## config.mk

```make
export PLATFORM = sky130hd
export DESIGN_NAME = fetch_prefetch
export DESIGN_NICKNAME = d
export VERILOG_FILES = /design/src/rtl/fetch_pkg.sv /design/src/rtl/fetch_fifo.sv /design/src/rtl/fetch_prefetch.sv
export SDC_FILE = /design/constraint.sdc
export NUM_CORES = 1
export LEC_CHECK = 0
export BUFFER_PORTS_ARGS = -buffer_cell sky130_fd_sc_hd__buf_2
export CORE_UTILIZATION = 39
export CTS_CLUSTER_DIAMETER = 150
export DETAILED_ROUTE_END_ITERATION = 16
export GPL_TIMING_DRIVEN = 0
export PLACE_DENSITY = 0.56
export SLEW_MARGIN = 20
export SYNTH_ARGS = -nofsm -noshare
export SYNTH_HDL_FRONTEND = slang
export SYNTH_SLANG_ARGS = --single-unit
```

## constraint.sdc

```tcl
create_clock -name clk -period 42.5 [get_ports clk]
set_clock_uncertainty 0.15 [all_clocks]
set_input_delay 8.5 -clock clk [delete_from_list [all_inputs] [get_ports clk]]
set_output_delay 8.5 -clock clk [all_outputs]
set_load 0.03 [all_outputs]
```

## src/rtl/fetch_pkg.sv

```systemverilog
// Shared definitions for the instruction fetch stage: default widths, reset PC,
// FSM encoding and queue-entry sizing.
package fetch_pkg;

    localparam int          XLEN_DEF     = 32;
    localparam int          ILEN_DEF     = 32;
    localparam logic [31:0] RESET_PC_DEF = 32'h0000_0000;

    typedef enum logic [1:0] {
        ST_IDLE = 2'd0,
        ST_WAIT = 2'd1,
        ST_DROP = 2'd2
    } fetch_state_e;

    // Queue entry layout is {instr, pc, pc_step}.
    function automatic int entry_width(input int xlen, input int ilen);
        return ilen + 2 * xlen;
    endfunction

endpackage

```

## src/rtl/fetch_fifo.sv

```systemverilog
// Prefetch queue: DEPTH-entry synchronous FIFO with flush and occupancy count.
// Head data reads as zero while the queue is empty.
module fetch_fifo #(
    parameter int WIDTH = 96,
    parameter int DEPTH = 4
) (
    input  logic                     clk,
    input  logic                     rst,
    input  logic                     flush,
    input  logic                     push,
    input  logic [WIDTH-1:0]         wdata,
    input  logic                     pop,
    output logic [WIDTH-1:0]         rdata,
    output logic                     empty,
    output logic [$clog2(DEPTH):0]   count
);

    localparam int AW = $clog2(DEPTH);
    localparam logic [AW:0] FULL_CNT = (AW + 1)'(DEPTH);

    logic [WIDTH-1:0] mem_q [DEPTH];
    logic [AW-1:0]    wr_ptr_q;
    logic [AW-1:0]    rd_ptr_q;
    logic [AW:0]      count_q;
    logic             do_push_s;
    logic             do_pop_s;

    // Qualify push/pop against occupancy and present the head entry
    always_comb begin
        do_pop_s  = pop && (count_q != {(AW + 1){1'b0}});
        do_push_s = push && ((count_q != FULL_CNT) || do_pop_s);
        empty     = (count_q == {(AW + 1){1'b0}});
        count     = count_q;
        if (empty) begin
            rdata = {WIDTH{1'b0}};
        end else begin
            rdata = mem_q[rd_ptr_q];
        end
    end

    // Storage, pointers and count; flush empties the queue in one cycle
    always_ff @(posedge clk or posedge rst) begin
        if (rst) begin
            wr_ptr_q <= {AW{1'b0}};
            rd_ptr_q <= {AW{1'b0}};
            count_q  <= {(AW + 1){1'b0}};
            for (int i = 0; i < DEPTH; i++) begin
                mem_q[i] <= {WIDTH{1'b0}};
            end
        end else if (flush) begin
            wr_ptr_q <= {AW{1'b0}};
            rd_ptr_q <= {AW{1'b0}};
            count_q  <= {(AW + 1){1'b0}};
        end else begin
            if (do_push_s) begin
                mem_q[wr_ptr_q] <= wdata;
                wr_ptr_q        <= wr_ptr_q + AW'(1'b1);
            end
            if (do_pop_s) begin
                rd_ptr_q <= rd_ptr_q + AW'(1'b1);
            end
            count_q <= count_q + {{AW{1'b0}}, do_push_s} - {{AW{1'b0}}, do_pop_s};
        end
    end

endmodule

```

## src/rtl/fetch_prefetch.sv

```systemverilog
// Instruction fetch stage: PC, single-outstanding request FSM, credit-based issue
// and prefetch queue. Optional FETCH_BYPASS_EN forwards a live response to out_*.
module fetch_prefetch
    import fetch_pkg::*;
#(
    parameter int              XLEN     = XLEN_DEF,
    parameter int              ILEN     = ILEN_DEF,
    parameter int              DEPTH    = 4,
    parameter logic [XLEN-1:0] RESET_PC = XLEN'(RESET_PC_DEF)
) (
    input  logic            clk,
    input  logic            rst,
    output logic            imem_req,
    output logic [XLEN-1:0] imem_addr,
    input  logic            imem_gnt,
    input  logic            imem_ready,
    input  logic [ILEN-1:0] imem_rdata,
    input  logic            redirect_valid,
    input  logic [XLEN-1:0] redirect_addr,
    output logic            out_valid,
    input  logic            out_ready,
    output logic [ILEN-1:0] out_instr,
    output logic [XLEN-1:0] out_pc,
    output logic [XLEN-1:0] out_pc_step
);

    localparam int              EW            = entry_width(XLEN, ILEN);
    localparam int              CW            = $clog2(DEPTH) + 1;
    localparam logic [CW:0]     DEPTH_C       = (CW + 1)'(DEPTH);
    localparam logic [XLEN-1:0] PC_STEP       = XLEN'(3'd4);
    localparam logic [XLEN-1:0] PC_ALIGN_MASK = ~(XLEN'(2'b11));

    fetch_state_e    state_q, state_d;
    logic [XLEN-1:0] fetch_pc_q, fetch_pc_d;
    logic [XLEN-1:0] req_pc_q, req_pc_d;
    logic [EW-1:0]   push_data_s;
    logic [EW-1:0]   fifo_rdata_s;
    logic [CW-1:0]   fifo_count_s;
    logic            fifo_empty_s;
    logic            resp_live_s;
    logic            bypass_s;
    logic            push_s;
    logic            fifo_pop_s;
    logic            grant_s;
    logic [CW:0]     occ_after_s;

    assign imem_addr = fetch_pc_q;

    fetch_fifo #(
        .WIDTH (EW),
        .DEPTH (DEPTH)
    ) u_fifo (
        .clk   (clk),
        .rst   (rst),
        .flush (redirect_valid),
        .push  (push_s),
        .wdata (push_data_s),
        .pop   (fifo_pop_s),
        .rdata (fifo_rdata_s),
        .empty (fifo_empty_s),
        .count (fifo_count_s)
    );

    // Response acceptance, head presentation and credit-based issue decision
    always_comb begin
        resp_live_s = (state_q == ST_WAIT) && imem_ready && !redirect_valid;
`ifdef FETCH_BYPASS_EN
        bypass_s    = resp_live_s && fifo_empty_s;
`else
        bypass_s    = 1'b0;
`endif
        push_data_s = {imem_rdata, req_pc_q, req_pc_q + PC_STEP};
        if (bypass_s) begin
            out_valid                         = 1'b1;
            {out_instr, out_pc, out_pc_step}  = push_data_s;
        end else begin
            out_valid                         = !fifo_empty_s;
            {out_instr, out_pc, out_pc_step}  = fifo_rdata_s;
        end
        fifo_pop_s  = !fifo_empty_s && out_ready;
        push_s      = resp_live_s && !(bypass_s && out_ready);
        // Occupancy once this cycle's pop and push settle; must leave room for the new request.
        occ_after_s = {1'b0, fifo_count_s} - {{CW{1'b0}}, fifo_pop_s} + {{CW{1'b0}}, push_s};
        if (!rst && !redirect_valid &&
            ((state_q == ST_IDLE) || ((state_q == ST_WAIT) && imem_ready)) &&
            (occ_after_s < DEPTH_C)) begin
            imem_req = 1'b1;
        end else begin
            imem_req = 1'b0;
        end
    end

    // Next-state logic for the request FSM and the fetch/request PCs
    always_comb begin
        state_d    = state_q;
        fetch_pc_d = fetch_pc_q;
        req_pc_d   = req_pc_q;
        grant_s    = imem_req && imem_gnt;
        if (redirect_valid) begin
            fetch_pc_d = redirect_addr & PC_ALIGN_MASK;
            case (state_q)
                ST_WAIT: state_d = imem_ready ? ST_IDLE : ST_DROP;
                ST_DROP: state_d = imem_ready ? ST_IDLE : ST_DROP;
                default: state_d = ST_IDLE;
            endcase
        end else begin
            case (state_q)
                ST_IDLE, ST_WAIT: begin
                    if (grant_s) begin
                        state_d    = ST_WAIT;
                        req_pc_d   = fetch_pc_q;
                        fetch_pc_d = fetch_pc_q + PC_STEP;
                    end else if ((state_q == ST_WAIT) && !imem_ready) begin
                        state_d = ST_WAIT;
                    end else begin
                        state_d = ST_IDLE;
                    end
                end
                ST_DROP: state_d = imem_ready ? ST_IDLE : ST_DROP;
                default: state_d = ST_IDLE;
            endcase
        end
    end

    // FSM and PC registers
    always_ff @(posedge clk or posedge rst) begin
        if (rst) begin
            state_q    <= ST_IDLE;
            fetch_pc_q <= RESET_PC;
            req_pc_q   <= {XLEN{1'b0}};
        end else begin
            state_q    <= state_d;
            fetch_pc_q <= fetch_pc_d;
            req_pc_q   <= req_pc_d;
        end
    end

endmodule
```

==> out/qor.log <==
[run_status] run status complete, no violations
[clock_tree] Sinks on Clock Net 437
[yosys] Primary FF master, synth sky130_fd_sc_hd__dfrtp_1
[yosys] most instantiated library cell after synthesis sky130_fd_sc_hd__dfrtp_1
[clock_tree] quantity of hold-fixing buffers added after cts 0
[grt] antenna violations before repair 2
[final_layout] layout overhead on the synthesized area 17.8%
[worst_setup_path] endpoint class of the critical path output port
[floorplan] initial core utilization 0.396
[clock_tree] number of resized instances in the post-cts repair step 0
[clock_tree] root buffer cell sky130_fd_sc_hd__clkbuf_16
[worst_setup_path] startpoint of the worst-slack reg-to-reg timing path u_fifo.count[2]
[yosys] cells after synthesis 1653
[worst_setup_path] CP endpoint imem_req
[worst_setup_path] CP Data Arrival Time 11350 ps
[yosys] proportion of netlist area held by the largest area contributor 0.535
[hold_path] worst min-delay path class reg -> reg
[worst_setup_path] Critical Path Slowest Stage Cell sky130_fd_sc_hd__a211oi_2
[worst_setup_path] reg-to-reg slack, setup 38620 ps
[pwr] P_int 0.918 mW
[yosys] top area cells in the synthesized netlist sky130_fd_sc_hd__dfrtp_1, sky130_fd_sc_hd__mux2_2, sky130_fd_sc_hd__mux4_2
[timing] worst slew slack as a fraction of its limit 0.344
[clock_tree] register clock-pin slew on the reported worst setup and hold paths 50 ps
[yosys] share of synthesized registers carrying an async set or reset 1.00
[worst_setup_path] kind of launch point of the worst setup path primary input
[pwr] overall power after layout 1.43 mW
[routing] Post-route DRC 0
[pwr] Max IR drop VDD 28.6 uV
[grt] global-route met3 utilization 0.0418
[yosys] portion of the post-synthesis area used by sequential elements 0.535
[worst_setup_path] data required time at the worst endpoint 33850 ps
[floorplan] Vert. Die Dim 231 um
[clock_tree] CTS Buf Count 49
[grt] layer carrying the most global-route usage met2
[clock_tree] Post-CTS Setup Bufs 0
[clock_tree] clock latency of the later-clocked register in the worst-skew pair 590 ps
[grt] largest net degree at the start of global routing 108
[grt] met2 capacity usage during global routing 0.327
[grt] global-route wire length before repair 83700 um
[pwr] Net Sw Power 0.507 mW
[pwr] part of the power in the clock network 0.305
[clock_tree] maximum clock path buffer count 3
[floorplan] number of core rows 83
[floorplan] # IOs 200
[final_layout] Total Nets Final 1990
[yosys] average instance area after synthesis 12.4 um2
[routing] total vias in the final route 13.9k
[routing] routed wire length 53500 um
[pwr] Leakage Power 11.4 nW
[yosys] Yosys reg bits 437
[job] max-cap viol count 0
[worst_setup_path] cell mode on critical path sky130_fd_sc_hd__buf_2
[placed_design] Routability Congestion 0.839
[worst_setup_path] capture instance of the worst register-to-register path imem_addr[23]
[timing] max-slew violations 0
[worst_setup_path] Critical Path Start out_ready
[worst_setup_path] crit-path max cell delay 650 ps
[worst_setup_path] crit path cell chain buf_2, and2_1, ha_1, inv_1, ha_1, nor2b_1, a21oi_1, a211oi_2, clkbuf_1, buf_2, nor4_1, buf_2
[worst_setup_path] maximum fanout count along the critical path 10
[pwr] share of power burned in combinational logic 0.327
[routing] DR iter-0 viols 789
[pwr] sequential group share of total power 0.369
[worst_setup_path] worst setup path category in -> out
[timing] count of endpoints failing hold in the final timing report 0
[routing] Avg Vias per Cell 5.31
[timing] achievable clock frequency 50.0 MHz
[yosys] Distinct cells, synth 47
[floorplan] Core Region 51600 um2
[timing] Final WS setup 22500 ps
[pwr] share of total power consumed by net switching 0.356
[timing] period utilization 0.471
[routing] first-pass iteration count of the detailed router 5
[floorplan] Total Die Area 53400 um2
[yosys] Syn. warnings 0
[floorplan] width of the die 231 um
[timing] final period demand of the worst path 20000 ps
[worst_setup_path] FF-to-FF path depth 11
[timing] RSZ-0062 raised after global routing false
[yosys] most common library cells after synthesis sky130_fd_sc_hd__dfrtp_1, sky130_fd_sc_hd__nand2_1, sky130_fd_sc_hd__mux2_2
[grt] total congestion overflow after global routing 0
[grt] M1 GR Usage 0.280
[timing] slew at the pin closest to its max-slew limit 985 ps
[final_layout] proportion of layout cells with a drive suffix above 1 0.334
[routing] number of nets with antenna violations after routing 0
[placed_design] Setup WS pre-CTS 22480 ps
[clock_tree] Max H-tree Level 2
[timing] # setup viols final 0
[clock_tree] clock tree from TritonCTS done
[yosys] biggest area consumer among synthesized cells sky130_fd_sc_hd__dfrtp_1
[pwr] cell area power density 59.1 nW/um2
[yosys] synthesized area 20500 um2
[grt] via count of the first global-routing pass 14.2k
[placed_design] number of buffers inserted by port buffering 191
[grt] overall fraction of global-route tracks in use 0.204
[yosys] number of enable flip-flop cells after synthesis 0
[placed_design] half-perimeter wire length of the detailed placement result 37300 um
[routing] average wire length per cell after detail routing 20.4 um
[timing] post-route setup TNS 0 ps
## worst min-delay path by stage
stage / endpoint / from / cells after the start
detailed placement: u_fifo.mem_q[275] / u_fifo.mem_q[275] / 2
floorplan: u_fifo.mem_q[256] / u_fifo.mem_q[256] / 2
global placement: u_fifo.mem_q[264] / u_fifo.mem_q[264] / 2
finish: u_fifo.mem_q[275] / u_fifo.mem_q[275] / 2
CTS: u_fifo.mem_q[275] / u_fifo.mem_q[275] / 2
global route: u_fifo.mem_q[113] / u_fifo.mem_q[113] / 2
## layer usage
metal / wire length (um) / vias up
met1: 23900 / 7121
met3: 3000 / 73
met4: 1170 / 0
li1: - / 6385
met2: 25500 / 353
met5: 0 / -
## area by class of cell
cell class / count / area, um2
clock buffers: 77 / 1470
repair buffers: 196 / 1090
well taps: 680 / 851
clock inverters: 13 / 194
diodes: 2 / 5.00
plain buffers: 130 / 592
inverters: 12 / 52.6
fillers: 4696 / 27500
multi-input cells: 1079 / 8910
flip-flops and latches: 437 / 10900
## per-stage QoR
| step | hold slack [ps] | instance area [um2] | cells | utilization |
|---|---|---|---|---|
| after floorplan | 290 | 20500 | 1658 | - |
| after global placement | 302 | 22300 | 2529 | 0.432 |
| after detailed placement | 308 | 22400 | 2534 | 0.435 |
| after CTS | 322 | 24100 | 2624 | 0.467 |
| after global routing | 342 | 24100 | 2626 | 0.467 |
| final | 322 | 24100 | 2626 | 0.467 |
## placed cells by master (no fill, tap or decap), types with 23 or more instances in the layout
cell type,count
sky130_fd_sc_hd__mux2_2,219
sky130_fd_sc_hd__xor2_1,23
sky130_fd_sc_hd__nand3_1,29
sky130_fd_sc_hd__o21ai_0,138
sky130_fd_sc_hd__or3_1,23
sky130_fd_sc_hd__buf_2,210
sky130_fd_sc_hd__nor2_1,43
sky130_fd_sc_hd__and2_1,97
sky130_fd_sc_hd__mux4_2,92
sky130_fd_sc_hd__mux2_4,29
sky130_fd_sc_hd__clkbuf_16,49
sky130_fd_sc_hd__clkbuf_1,100
sky130_fd_sc_hd__dfrtp_1,437
sky130_fd_sc_hd__nand4_1,27
sky130_fd_sc_hd__a31oi_1,28
sky130_fd_sc_hd__nand2_1,242
## cells by family after synthesis
logic type,count (synthesis),synth area share
xor gates and xnor gates,31,0.0133
buffers and inverters,142,0.0311
adders and majority gates,15,0.00954
DFF,437,0.535
AOI/OAI and AO/OA,183,0.0487
other,1,0.000183
muxes,341,0.244
and+or+nand+nor,503,0.119
## power groups by stage
stage | Combinational, mW | Sequential (mW) | Clock (mW)
finish | 0.466 | 0.525 | 0.434
global placement | 0.464 | 0.529 | 0
global route | 0.506 | 0.534 | 0.462
floorplan | 0.321 | 0.519 | 0
detailed placement | 0.472 | 0.532 | 0
CTS | 0.473 | 0.525 | 0.446
## state kept, by name, summed over array words and instances (netlist names)
signal and count:
imem_addr 30, req_pc_q 30, state_q 2, u_fifo.count 3, u_fifo.mem_q 368, u_fifo.rd_ptr_q 2
u_fifo.wr_ptr_q 2
## worst max-delay path, delay by kind of cell
family / cells / cell delay [ps]
buf+inv: 5 / 1110
compound gates: 2 / 760
simple gates: 3 / 500
fa+ha+maj: 2 / 480
(Power assumes the default switching activity.)
